[src/rtl/mem_arbiter_if.sv]
// Shared-memory arbiter bus: CPU port, two DMA requester ports, one memory port.
// Pure signal bundle, no logic; latency is defined by the arbiter using it.
// Backpressure is carried by cpu_ce and dmaN_gnt, which the arbiter drives.
interface mem_arbiter_if;
    // CPU side
    logic [31:0] cpu_a;
    logic [31:0] cpu_o;
    logic        cpu_w;
    logic [31:0] cpu_i;
    logic        cpu_ce;
    // DMA requester 0
    logic        dma0_req;
    logic [31:0] dma0_a;
    logic [31:0] dma0_o;
    logic        dma0_w;
    logic        dma0_gnt;
    logic        dma0_rvalid;
    logic [31:0] dma0_i;
    // DMA requester 1
    logic        dma1_req;
    logic [31:0] dma1_a;
    logic [31:0] dma1_o;
    logic        dma1_w;
    logic        dma1_gnt;
    logic        dma1_rvalid;
    logic [31:0] dma1_i;
    // Shared memory port
    logic [31:0] mem_a;
    logic [31:0] mem_o;
    logic        mem_w;
    logic [31:0] mem_i;

    // Arbiter view
    modport slave (
        input  cpu_a, cpu_o, cpu_w,
        output cpu_i, cpu_ce,
        input  dma0_req, dma0_a, dma0_o, dma0_w,
        output dma0_gnt, dma0_rvalid, dma0_i,
        input  dma1_req, dma1_a, dma1_o, dma1_w,
        output dma1_gnt, dma1_rvalid, dma1_i,
        output mem_a, mem_o, mem_w,
        input  mem_i
    );

    // Requester / memory view
    modport master (
        output cpu_a, cpu_o, cpu_w,
        input  cpu_i, cpu_ce,
        output dma0_req, dma0_a, dma0_o, dma0_w,
        input  dma0_gnt, dma0_rvalid, dma0_i,
        output dma1_req, dma1_a, dma1_o, dma1_w,
        input  dma1_gnt, dma1_rvalid, dma1_i,
        input  mem_a, mem_o, mem_w,
        output mem_i
    );
endinterface

[src/rtl/mem_arbiter.sv]
// Shares one memory port between a CPU and two round-robin DMA requesters, one owner per cycle.
// Grant is combinational (zero latency); DMA read data returns with rvalid one cycle after grant.
// DMA bursts are capped at MAX_BURST slots, then one forced CPU slot; ungranted DMA requests are held.
module mem_arbiter #(
    parameter int unsigned MAX_BURST = 4
) (
    input  logic          clock,
    input  logic          reset,
    mem_arbiter_if.slave  bus
);
    localparam logic [3:0] C_MAX = 4'(MAX_BURST);

    logic [3:0]  r_burst_cnt;
    logic        r_rr_ptr;
    logic        r_rd_vld;
    logic        r_rd_own;

    logic        w_dma_slot;
    logic        w_sel1;
    logic [31:0] w_sel_a;
    logic [31:0] w_sel_o;
    logic        w_sel_w;

    // Ownership decision: DMA wins unless the burst budget is spent; tie broken by rr pointer
    always_comb begin
        w_dma_slot = (bus.dma0_req | bus.dma1_req) && (r_burst_cnt < C_MAX);
        w_sel1     = bus.dma1_req && (!bus.dma0_req || r_rr_ptr);
    end

    // Memory port mux; CPU strobe can only reach mem_w in CPU-owned cycles
    always_comb begin
        w_sel_a = bus.cpu_a;
        w_sel_o = bus.cpu_o;
        w_sel_w = bus.cpu_w;
        if (w_dma_slot) begin
            if (w_sel1) begin
                w_sel_a = bus.dma1_a;
                w_sel_o = bus.dma1_o;
                w_sel_w = bus.dma1_w;
            end else begin
                w_sel_a = bus.dma0_a;
                w_sel_o = bus.dma0_o;
                w_sel_w = bus.dma0_w;
            end
        end
    end

    assign bus.mem_a       = w_sel_a;
    assign bus.mem_o       = w_sel_o;
    assign bus.mem_w       = !reset && w_sel_w;
    assign bus.cpu_ce      = !reset && !w_dma_slot;
    assign bus.dma0_gnt    = !reset && w_dma_slot && !w_sel1;
    assign bus.dma1_gnt    = !reset && w_dma_slot && w_sel1;
    // Reset also masks a tag left over from the cycle before reset
    assign bus.dma0_rvalid = !reset && r_rd_vld && !r_rd_own;
    assign bus.dma1_rvalid = !reset && r_rd_vld && r_rd_own;
    assign bus.cpu_i       = bus.mem_i;
    assign bus.dma0_i      = bus.mem_i;
    assign bus.dma1_i      = bus.mem_i;

    // Burst counter, round-robin pointer and read-return tag
    always_ff @(posedge clock) begin
        if (reset) begin
            r_burst_cnt <= 4'd0;
            r_rr_ptr    <= 1'b0;
            r_rd_vld    <= 1'b0;
            r_rd_own    <= 1'b0;
        end else if (w_dma_slot) begin
            r_burst_cnt <= r_burst_cnt + 4'd1;
            r_rr_ptr    <= !w_sel1;
            r_rd_vld    <= !w_sel_w;
            r_rd_own    <= w_sel1;
        end else begin
            r_burst_cnt <= 4'd0;
            r_rd_vld    <= 1'b0;
        end
    end
endmodule

[src/flat_wrapper.sv]
// flat-port wrapper written by rule: the top's interface ports become plain ports
module mem_arbiter_flat 
#(
    parameter int unsigned MAX_BURST = 4
)
  (clock, reset, bus_cpu_a, bus_cpu_o, bus_cpu_w, bus_cpu_i, bus_cpu_ce, bus_dma0_req, bus_dma0_a, bus_dma0_o, bus_dma0_w, bus_dma0_gnt, bus_dma0_rvalid, bus_dma0_i, bus_dma1_req, bus_dma1_a, bus_dma1_o, bus_dma1_w, bus_dma1_gnt, bus_dma1_rvalid, bus_dma1_i, bus_mem_a, bus_mem_o, bus_mem_w, bus_mem_i);
  mem_arbiter_if bus_i ();
  input  logic clock;
  input  logic reset;
  input wire logic [$bits(bus_i.cpu_a)-1:0] bus_cpu_a;
  input wire logic [$bits(bus_i.cpu_o)-1:0] bus_cpu_o;
  input wire logic [$bits(bus_i.cpu_w)-1:0] bus_cpu_w;
  output wire logic [$bits(bus_i.cpu_i)-1:0] bus_cpu_i;
  output wire logic [$bits(bus_i.cpu_ce)-1:0] bus_cpu_ce;
  input wire logic [$bits(bus_i.dma0_req)-1:0] bus_dma0_req;
  input wire logic [$bits(bus_i.dma0_a)-1:0] bus_dma0_a;
  input wire logic [$bits(bus_i.dma0_o)-1:0] bus_dma0_o;
  input wire logic [$bits(bus_i.dma0_w)-1:0] bus_dma0_w;
  output wire logic [$bits(bus_i.dma0_gnt)-1:0] bus_dma0_gnt;
  output wire logic [$bits(bus_i.dma0_rvalid)-1:0] bus_dma0_rvalid;
  output wire logic [$bits(bus_i.dma0_i)-1:0] bus_dma0_i;
  input wire logic [$bits(bus_i.dma1_req)-1:0] bus_dma1_req;
  input wire logic [$bits(bus_i.dma1_a)-1:0] bus_dma1_a;
  input wire logic [$bits(bus_i.dma1_o)-1:0] bus_dma1_o;
  input wire logic [$bits(bus_i.dma1_w)-1:0] bus_dma1_w;
  output wire logic [$bits(bus_i.dma1_gnt)-1:0] bus_dma1_gnt;
  output wire logic [$bits(bus_i.dma1_rvalid)-1:0] bus_dma1_rvalid;
  output wire logic [$bits(bus_i.dma1_i)-1:0] bus_dma1_i;
  output wire logic [$bits(bus_i.mem_a)-1:0] bus_mem_a;
  output wire logic [$bits(bus_i.mem_o)-1:0] bus_mem_o;
  output wire logic [$bits(bus_i.mem_w)-1:0] bus_mem_w;
  input wire logic [$bits(bus_i.mem_i)-1:0] bus_mem_i;
  assign bus_i.cpu_a = bus_cpu_a;
  assign bus_i.cpu_o = bus_cpu_o;
  assign bus_i.cpu_w = bus_cpu_w;
  assign bus_cpu_i = bus_i.cpu_i;
  assign bus_cpu_ce = bus_i.cpu_ce;
  assign bus_i.dma0_req = bus_dma0_req;
  assign bus_i.dma0_a = bus_dma0_a;
  assign bus_i.dma0_o = bus_dma0_o;
  assign bus_i.dma0_w = bus_dma0_w;
  assign bus_dma0_gnt = bus_i.dma0_gnt;
  assign bus_dma0_rvalid = bus_i.dma0_rvalid;
  assign bus_dma0_i = bus_i.dma0_i;
  assign bus_i.dma1_req = bus_dma1_req;
  assign bus_i.dma1_a = bus_dma1_a;
  assign bus_i.dma1_o = bus_dma1_o;
  assign bus_i.dma1_w = bus_dma1_w;
  assign bus_dma1_gnt = bus_i.dma1_gnt;
  assign bus_dma1_rvalid = bus_i.dma1_rvalid;
  assign bus_dma1_i = bus_i.dma1_i;
  assign bus_mem_a = bus_i.mem_a;
  assign bus_mem_o = bus_i.mem_o;
  assign bus_mem_w = bus_i.mem_w;
  assign bus_i.mem_i = bus_mem_i;
  mem_arbiter #(.MAX_BURST(MAX_BURST)) u_core (.clock(clock), .reset(reset), .bus(bus_i));
endmodule
[config.mk]
export PLATFORM = sky130hd
export DESIGN_NAME = mem_arbiter_flat
export DESIGN_NICKNAME = d
export VERILOG_FILES = /design/src/rtl/mem_arbiter_if.sv /design/src/rtl/mem_arbiter.sv /design/src/flat_wrapper.sv
export SDC_FILE = /design/constraint.sdc
export NUM_CORES = 1
export LEC_CHECK = 0
export CORE_AREA = 4 4 153 155
export DETAILED_ROUTE_END_ITERATION = 10
export DIE_AREA = 0 0 157 159
export PLACE_DENSITY_LB_ADDON = 0.05
export SKIP_CTS_REPAIR_TIMING = 1
export SYNTH_ARGS = -nofsm -noshare
export SYNTH_HDL_FRONTEND = slang
export SYNTH_SLANG_ARGS = --single-unit
[constraint.sdc]
create_clock -name clock -period 1.4 [get_ports clock]
set_input_delay 0.28 -clock clock [delete_from_list [all_inputs] [get_ports clock]]
set_output_delay 0.28 -clock clock [all_outputs]
set_load 0.01 [all_outputs]
==> impl_results.md, run 1 <==
* Status: finished, violations left
* Violated checks: setup timing
* # rows at 54
* Pleak at 2.25 nW
* CTS tree: built
* WP data required at 1.12 ns
* Routed Wire Length at 14,700 um
* Largest family of logic cells by synthesized area: buffers and inverters
* Total design power at 2.34 mW
* Mapped Nets at 587
* Post-synthesis adder-cell area fraction at 0.471%
* Post-synthesis simple-gate area fraction at 22.9%
* Largest net degree at the start of global routing at 35
* Dpl hpwl at 11,300 um
* Port Buffers at 268
* Antenna Cells at 0
* Critical Path Start Type: flop
* PwrDens at 450 mW/mm2
* Overflow after GRT at 0
* Clock-pin transition on the worst setup and hold timing paths at 0.04 ns
* Ys async rst share at 0%
* RSZ-0062 raised after global routing: yes
* Tcrit/Tclk final at 155%
* Worst hold path class: flop to flop
* EDFF count, synth at 0
* Post-synthesis register bit count at 7
* # H-tree levels at 1
* Ranking of synthesized cells by area: buf_4 (28%), a221o_1 (24%), nor3_2 (11%)
* Syn Inst Count at 355
* Post-synthesis to final-layout area growth at 95.8%
* Ys Warns at 0
* Crit path time final at 2.17 ns
* Vias in the first global route at 3,327
* Largest area contributor in the netlist: buf_4
* Die X at 157 um
* CTS Root Cell: clkbuf_16
* Wire per inst at 18.0 um
* Maximum vdd drop at 0.000239 V
* Final worst setup slack at -0.771 ns
* Setup Skew at 0.000708 ns
* Clk_lat worst skew at 0.23 ns
* F_max at 0.461 GHz
* Worst-case hold slack at 0.424 ns
* Initial Util at 12.2%
* Xor/xnor share of the synthesized area at 0.330%
* CTS sink cnt at 7
* Post-synth top flop: dfxtp_1
* CP Capture Type: output port
* Post-synthesis sequential area ratio at 5.28%
* Share of cells above drive strength 1 at 33.0%
* Area of the die at 0.0250 mm2
* Final cell count without fillers at 820
* # setup viols final at 68
* Placed cell count at 802
* Initial antenna violation count at 0
* Residual DRC at 0
* Compound-Gate Fraction of Synth Area at 26.0%
* Detailed Routing Iterations Pass 1 at 4
* CP Class: flop to output port
* CP max FO at 34
* Distinct cells, synth at 31
* Clk buf depth at 2
* Synth top cells by count: buf_4 (100), a221o_1 (64), inv_1 (64), nor3_1 (39), nor3_2 (30)
* Fillers at 2,408
* Netlist Area Pre-Place at 0.00266 mm2
* RePlAce Congestion at 0.775
* First-pass GRT wire length at 19,300 um
* Vias per inst at 3.88
* ANT nets after route at 0
* Fin nets at 773
* Final slew viol count at 0
* I/O pin count at 397
* Max_cap viols at 0
* Initial DRC count at 85
* Via count at 3,184
* CP arrival at 1.89 ns
* CTS Buf Count at 3
* Die height at 159 um
* Final hold violation count at 0
* Post-synth top area share at 28.3%
* Syn_area_per_cell at 7.48 um2
* Total track usage at 9.90%
* Fraction of synthesized area in multiplexers at 0%
* Top-count cell post-synth: buf_4
* Core footprint at 0.0218 mm2
==> flip-flops by register name, indices dropped and copies added, names as in the netlist <==
name and count:
u_core.r_rd_vld 1, u_core.r_rr_ptr 1, u_core.r_rd_own 1, u_core.r_burst_cnt 4
==> cell usage in the layout (no fill, tap or decap), types with 2 or more instances in the layout <==
master	synthesis	layout
clkbuf_2	0	62
dlymetal6s2s_1	0	4
a21oi_1	3	2
buf_12	0	11
buf_2	5	3
dfxtp_1	7	3
nor3_1	39	14
clkdlybuf4s50_1	0	196
nor3_4	0	2
nor3b_1	2	2
a221o_1	64	64
clkbuf_16	0	6
nor3_2	30	53
buf_4	100	16
buf_6	13	10
inv_1	64	64
dfxtp_2	0	3
a21bo_4	0	2
or2_4	1	2
==> critical path, stage by stage (launching register included) <==
cell and delay, ns:
dfxtp_2 0.32, or2_4 0.28, buf_12 0.19, nor3_2 0.18
a221o_1 0.13, clkdlybuf4s50_1 0.54
==> routing by layer <==
layer / vias up / track usage, % / part of all wire, %
met1: 1424 / 9.68 / 34
met3: 27 / 3.62 / 12
met4: 0 / 2.64 / 2.3
met2: 200 / 19.2 / 52
li1: 1533 / - / -
met5: - / 0 / 0
==> cells by family after synthesis <==
family | Yosys count
buffers and inverters | 190
and+or+nand+nor | 84
AOI/OAI and AO/OA | 71
adders and majority gates | 1
other | 1
DFF | 7
xor gates and xnor gates | 1
==> cell type report <==
type                            count  area, um2  share of cell area (%)
Clock buffer                        4       78.8                    1.52
Inverter                           64        240                    4.62
Tap cell                          280        350                    6.74
Multi-Input combinational cell    159       1500                    28.9
Timing Repair Buffer              306       2880                    55.4
Sequential cell                     7        148                    2.84
==> report_power, final <==
part / internal [mW] / switching (mW)
clock: 0.378 / 0.103
combinational: 0.992 / 0.650
sequential: 0.210 / 0.00856
total: 1.58 / 0.761
==> stage by stage <==
| stage | util (%) | setup TNS, ns | setup slack (ns) | instance area, um2 |
|---|---|---|---|---|
| 3_5_place_dp | 23.4 | -71.20 | -1.06 | 5120 |
| 3_3_place_gp | 23.4 | -69.15 | -1.03 | 5120 |
| 4_1_cts | 23.8 | -70.52 | -1.07 | 5200 |
| 2_1_floorplan | - | -5.13 | -0.106 | 2720 |
| 5_1_grt | 23.8 | -32.45 | -0.826 | 5200 |
| 6_report | 23.8 | -27.97 | -0.771 | 5200 |
==> final timing paths <==
check                           cells after the start                             start                          endpoint  slack [ns]
worst max-delay path                                5  u_core.r_burst_cnt[3]$_SDFF_PP0_                     bus_mem_o[19]       -0.77
worst min-delay path                                1  u_core.r_burst_cnt[0]$_SDFF_PP0_  u_core.r_burst_cnt[0]$_SDFF_PP0_        0.42
worst max register to register                      4  u_core.r_burst_cnt[3]$_SDFF_PP0_        u_core.r_rd_vld$_SDFF_PP0_        0.03
worst min register to register                      1  u_core.r_burst_cnt[0]$_SDFF_PP0_  u_core.r_burst_cnt[0]$_SDFF_PP0_        0.42
Power figures use the tool's default switching activity.
==> run 2: changes to the inputs <==
CELL_PAD_IN_SITES_DETAIL_PLACEMENT = 1   (was unset)
CELL_PAD_IN_SITES_GLOBAL_PLACEMENT = 2   (was unset)
CORE_AREA = 4 4 168 170   (was 4 4 153 155)
DIE_AREA = 0 0 172 174   (was 0 0 157 159)
==> run 2 against run 1 <==
Net effect: the flow still finishes with violations (setup timing); cell area rose by 6.1%; register-to-register slack barely moved; sequential share of layout area down 0.21 points; non-clock buffer count is 6 lower; cell count is 6.7% higher; power rose by 2.1%; via count is 0.57% higher; worst setup slack improved by 0.30 ns; clock power hardly changed; die area is 20% higher; critical endpoint is now bus_mem_o[6].
==> impl_results.md, run 2 (synthesis gave the netlist of run 1 again) <==
* Status: finished, violations left
* Violated checks: setup timing
* Worst-case hold slack at 0.426 ns (+0.00206 ns)
* Maximum vdd drop at 0.000302 V (+26%)
* Final worst setup slack at -0.467 ns (+0.304 ns)
* Uppermost layer routed: met4
* Commonest cells after routing, fill and taps aside: clkdlybuf4s50_1 (195), inv_1 (64), a221o_1 (64)
* Setup Skew at 0.00311 ns (+0.00240 ns)
* ANT nets after route at 0 (unchanged)
* I/O pin count at 397 (unchanged)
* PwrDens at 433 mW/mm2 (-3.8%)
* Residual DRC at 0 (unchanged)
* Worst-path cell chain: or2_4 -> buf_16 -> nor3_2 -> a221o_1 -> dlymetal6s2s_1
* Fillers at 3,104 (+29%)
* Crit path launch: u_core.r_burst_cnt[3]$_SDFF_PP0_
* CTS Root Cell: clkbuf_16
* Wire per inst at 17.2 um (-4.5%)
* Largest register by flop count: u_core.r_burst_cnt
* CTS Buf Count at 3 (unchanged)
* Number of flip-flops in the largest register at 4 (unchanged)
* Share of cells above drive strength 1 at 25.8% (-7.1 points)
* Initial Util at 9.93% (-2.2 points)
* Antenna Cells at 0 (unchanged)
* Port Buffers at 268 (unchanged)
* Dpl hpwl at 12,200 um (+7.9%)
* Pleak at 2.62 nW (+16%)
* Reg2reg start: u_core.r_burst_cnt[3]$_SDFF_PP0_
* Final hold violation count at 0 (unchanged)
* CTS tree: built
* Total design power at 2.39 mW (+2.1%)
* CP arrival at 1.59 ns (-0.30 ns)
* Critical Path Start Type: flop
* CP Capture Type: output port
* Detailed Routing Iterations Pass 1 at 4 (unchanged)
* Hold Startpoint: u_core.r_burst_cnt[0]$_SDFF_PP0_
* First-pass GRT wire length at 21,300 um (+10%)
* WP data required at 1.12 ns (about the same)
* Placed cell count at 866 (+8.0%)
* Area of the die at 0.0299 mm2 (+20%)
* Register Area at 145 um2 (-1.7%)
* Initial antenna violation count at 0 (unchanged)
* Via count at 3,202 (+0.57%)
* DR WL met3 at 1730 um (+0.41%)
* Post-synthesis to final-layout area growth at 108%
* Worst path slowest cell: dfxtp_2
* Clk buf depth at 2 (unchanged)
* Metal-1 WL at 5360 um (+8.0%)
* CP max FO at 30 (-12%)
* Vias per inst at 3.66 (-5.8%)
* Commonest non-fill, non-tap cell in the layout: clkdlybuf4s50_1
* Met2 wire len at 7570 um (-1.9%)
* Crit path time final at 1.87 ns (-0.304 ns)
* # H-tree levels at 1 (unchanged)
* Largest net degree at the start of global routing at 31 (-11%)
* RePlAce Congestion at 0.697 (-10%)
* Core footprint at 0.0267 mm2 (+22%)
* Slowest stage delay, CP at 0.32 ns (-0.22 ns)
* Routed Wire Length at 15,000 um (+1.9%)
* Tcrit/Tclk final at 133% (-22 points)
* Die height at 174 um (+9.4%)
* # rows at 60 (+11%)
* Area of the multi-input gates at 0.00156 mm2 (+4.0%)
* Clk_lat worst skew at 0.23 ns (about the same)
* Overflow after GRT at 0 (unchanged)
* Final slew viol count at 0 (unchanged)
* Clock-pin transition on the worst setup and hold timing paths at 0.03 ns (about the same)
* Die X at 172 um (+9.6%)
* Fin nets at 767 (-0.78%)
* Max_cap viols at 0 (unchanged)
* CP Class: flop to output port
* Total track usage at 9.11% (-0.79 points)
* F_max at 0.536 GHz (+16%)
* Vias in the first global route at 3,523 (+5.9%)
* Final core occ at 20.6% (-3.2 points)
* CTS sink cnt at 7 (unchanged)
* Worst hold path class: flop to flop
* Initial DRC count at 70 (-18%)
* # setup viols final at 67 (-1.5%)
* Final cell count without fillers at 875 (+6.7%)
* RSZ-0062 raised after global routing: yes
run 2: path summary, 6_finish.rpt:
kind	endpoint	slack, ns	cells after the start
worst max-delay path	bus_mem_o[6]	-0.47	5
worst min-delay path	u_core.r_burst_cnt[0]$_SDFF_PP0_	0.43	1
worst max register to register	u_core.r_rd_vld$_SDFF_PP0_	0.02	4
worst min register to register	u_core.r_burst_cnt[0]$_SDFF_PP0_	0.43	1
run 2: per-stage QoR:
stage	setup slack [ns]	setup TNS (ns)	instance area, um2
2_1_floorplan	-0.106	-5.13	2720
3_3_place_gp	-1.10	-71.87	5220
3_5_place_dp	-1.10	-72.78	5220
4_1_cts	-1.11	-72.27	5300
5_1_grt	-0.538	-32.56	5520
6_report	-0.467	-26.89	5520
run 2: area by class of cell:
class / count / area share, %
Timing Repair Buffer: 300 / 55.5
Multi-Input combinational cell: 159 / 28.3
Tap cell: 341 / 7.73
Inverter: 64 / 4.35
Sequential cell: 7 / 2.63
Clock buffer: 4 / 1.43
run 2: critical path: cells and delay by family (launching register included):
family	cells	cell delay, ns
AND/OR/NAND/NOR	2	0.51
flip-flops	1	0.32
AO/OA/AOI/OAI	1	0.14
buffers and inverters	2	0.38
run 2: metal layers:
metal	vias to the layer above	global-route usage, %
met3	32	3.53
met5	-	0
met1	1476	9.65
li1	1514	-
met2	180	16.6
met4	0	2.52
run 2: power by group:
group | switching (mW) | total, mW | internal, mW | leakage, nW
logic | 0.651 | 1.69 | 1.04 | 2.53
clock network | 0.105 | 0.484 | 0.379 | 0.0382
registers | 0.00802 | 0.218 | 0.210 | 0.0587
total | 0.764 | 2.39 | 1.63 | 2.62
==> run 3: changes to the inputs <==
GPL_TIMING_DRIVEN = 0   (was unset)
REMOVE_ABC_BUFFERS = 1   (was unset)
==> run 3 against run 2 <==
Net effect: the flow still finishes with violations (setup timing); core utilization up 0.25 points; sequential power down 2%; fmax shrank 11%; routed wire length up 49%; count of clock-buffer cells in the layout unchanged; first-iteration DRC count up 94%; critical path depth is 2 higher; worst setup slack worse by 0.23 ns; critical endpoint is now bus_mem_a[2]; largest power group unchanged; highest routed layer is now met5.
==> impl_results.md, run 3 (synthesis gave the netlist of run 1 again) <==
* Hold Path Depth at 3 (+2)
* CP Capture Type: output port
* Largest net degree at the start of global routing at 70 (+130%)
* Largest register by flop count: u_core.r_burst_cnt
* Die X at 172 um (unchanged)
* Dpl ws at -1.69 ns (-0.591 ns)
* Clk_lat worst skew at 0.23 ns (about the same)
* # rows at 60 (unchanged)
* Critical Path Start Type: flop
* Total track usage at 11.2% (+2.0 points)
* Violated checks: setup timing
* Part of the power in registers at 8.5% (-0.6 points)
* Clock power frac at 19.5% (-0.7 points)
* # H-tree levels at 1 (unchanged)
* Die height at 174 um (unchanged)
* WP data required at 1.12 ns (about the same)
* RePlAce Congestion at 0.654 (-6.2%)
* Final slew viol count at 0 (unchanged)
* Initial DRC count at 136 (+94%)
* Area of the die at 0.0299 mm2 (unchanged)
* Reg2reg end: u_core.r_rd_vld$_SDFF_PP0_
* Antenna Cells at 0 (unchanged)
* Via count at 3,501 (+9.3%)
* Vias per inst at 3.89 (+6.3%)
* P_int at 1.67 mW (+2.6%)
* First-pass GRT wire length at 24,800 um (+16%)
* Fin area at 0.00558 mm2 (+1.2%)
* Hold EP: u_core.r_rd_own$_SDFFE_PP0N_
* CP max FO at 5 (-83%)
* Reg-to-reg slack, setup at -0.01 ns (-0.03 ns)
* Vias in the first global route at 3,411 (-3.2%)
* Initial antenna violation count at 0 (unchanged)
* Status: finished, violations left
* Fillers at 3,127 (+0.74%)
* Detailed Routing Iterations Pass 1 at 4 (unchanged)
* Share of cells above drive strength 1 at 31.5% (+5.6 points)
* Sw power at 857 uW (+12%)
* Core footprint at 0.0267 mm2 (unchanged)
* Overflow after GRT at 0 (unchanged)
* Tcrit/Tclk final at 150% (+16 points)
* CTS Root Cell: clkbuf_16
* Total design power at 2.53 mW (+5.7%)
* Cell Area, Placed at 0.00491 mm2 (-5.9%)
* Commonest cells after routing, fill and taps aside: clkdlybuf4s50_1 (195), inv_1 (64), a221o_1 (64)
* Pleak at 2.41 nW (-7.9%)
* Logic pwr share at 72.1% (+1.5 points)
* Crit path time final at 2.10 ns (+0.230 ns)
* Clock-pin transition on the worst setup and hold timing paths at 0.04 ns (about the same)
* Hold Startpoint: bus_dma1_req
* PwrDens at 452 mW/mm2 (+4.4%)
* Maximum vdd drop at 0.000284 V (-6.0%)
* CTS Buf Count at 3 (unchanged)
* R2R depth at 5 (+1)
* Final hold violation count at 0 (unchanged)
* # setup viols final at 69 (+3.0%)
* Setup Skew at 0.00397 ns (+0.000862 ns)
* I/O pin count at 397 (unchanged)
* Reg2reg start: u_core.r_rr_ptr$_SDFFE_PP0N_
* Initial Util at 9.93% (unchanged)
* Port Buffers at 268 (unchanged)
* CTS sink cnt at 7 (unchanged)
* Commonest non-fill, non-tap cell in the layout: clkdlybuf4s50_1
* Dpl hpwl at 14,400 um (+18%)
* Post-synthesis to final-layout area growth at 110%
* ANT nets after route at 0 (unchanged)
* Residual DRC at 0 (unchanged)
* CP arrival at 1.82 ns (+0.23 ns)
* Placed cell count at 841 (-2.9%)
* RSZ-0062 raised after global routing: yes
* Routed Wire Length at 22,400 um (+49%)
* Fin nets at 792 (+3.3%)
* Clk buf depth at 2 (unchanged)
* CTS tree: built
* Final worst setup slack at -0.697 ns (-0.230 ns)
* Sw frac at 33.9% (+1.9 points)
* Number of flip-flops in the largest register at 4 (unchanged)
* Final cell count without fillers at 900 (+2.9%)
* Max_cap viols at 0 (unchanged)
* F_max at 0.477 GHz (-11%)
* CP Class: flop to output port
* Wire per inst at 24.9 um (+45%)
* Worst hold path class: input port to flop
run 3: changes by cell type in the layout (fill, tap and decap cells not counted), sizes merged:
cell / change
dlymetal6s2s: -39
or2: +1
buf: +49
nand2: +6
clkbuf: +8
run 3: metrics by stage:
step                      setup TNS [ns]  utilization [%]  hold WS (ns)
after floorplan                   -86.11                -         0.349
after global placement           -229.42             18.0         0.417
after detailed placement         -113.52             18.4         0.426
after CTS                        -113.58             18.7         0.431
after global routing              -44.40             20.9         0.346
final                             -39.04             20.9         0.336
run 3: power groups by stage:
stage                     sequential [mW]  clock [mW]  combinational (mW)
final                               0.214       0.492                1.82
after CTS                           0.215       0.501                1.66
after global routing                0.215       0.519                1.96
after floorplan                     0.216           0               0.532
after detailed placement            0.218           0                1.66
after global placement              0.217           0                1.63
run 3: how the worst max path moves through the flow:
stage | from | endpoint | slack, ns
floorplan | u_core.r_burst_cnt[2]$_SDFF_PP0_ | bus_mem_w | -1.35
global placement | bus_dma0_req | bus_mem_a[2] | -3.36
detailed placement | bus_dma1_req | bus_mem_a[2] | -1.69
CTS | bus_dma1_req | bus_mem_a[2] | -1.71
global route | u_core.r_rr_ptr$_SDFFE_PP0N_ | bus_mem_a[2] | -0.75
finish | u_core.r_rr_ptr$_SDFFE_PP0N_ | bus_mem_a[2] | -0.70
run 3: critical path: stages, from the launching register on:
cell,delay [ns]
dfxtp_4,0.34
nand2b_4,0.15
and3_4,0.22
clkbuf_16,0.15
buf_8,0.12
buf_6,0.12
a221o_1,0.35
buf_6,0.14
run 3: layer usage:
metal  vias up  global-route usage (%)  part of all wire [%]
li1       1581                       -                     -
met2       261                    16.4                    43
met4         4                   0.590                  0.17
met5         -                    6.19                  0.90
met1      1647                    13.1                    42
met3         8                    8.62                    14
run 3: final cells by class:
| type | count | area (um2) | share of cell area [%] |
|---|---|---|---|
| sequential | 7 | 151 | 2.71 |
| inverter | 64 | 240 | 4.30 |
| tap | 341 | 427 | 7.64 |
| timing repair buffer | 318 | 3150 | 56.4 |
| clock buffer | 4 | 78.8 | 1.41 |
| multi-input combinational | 166 | 1540 | 27.5 |
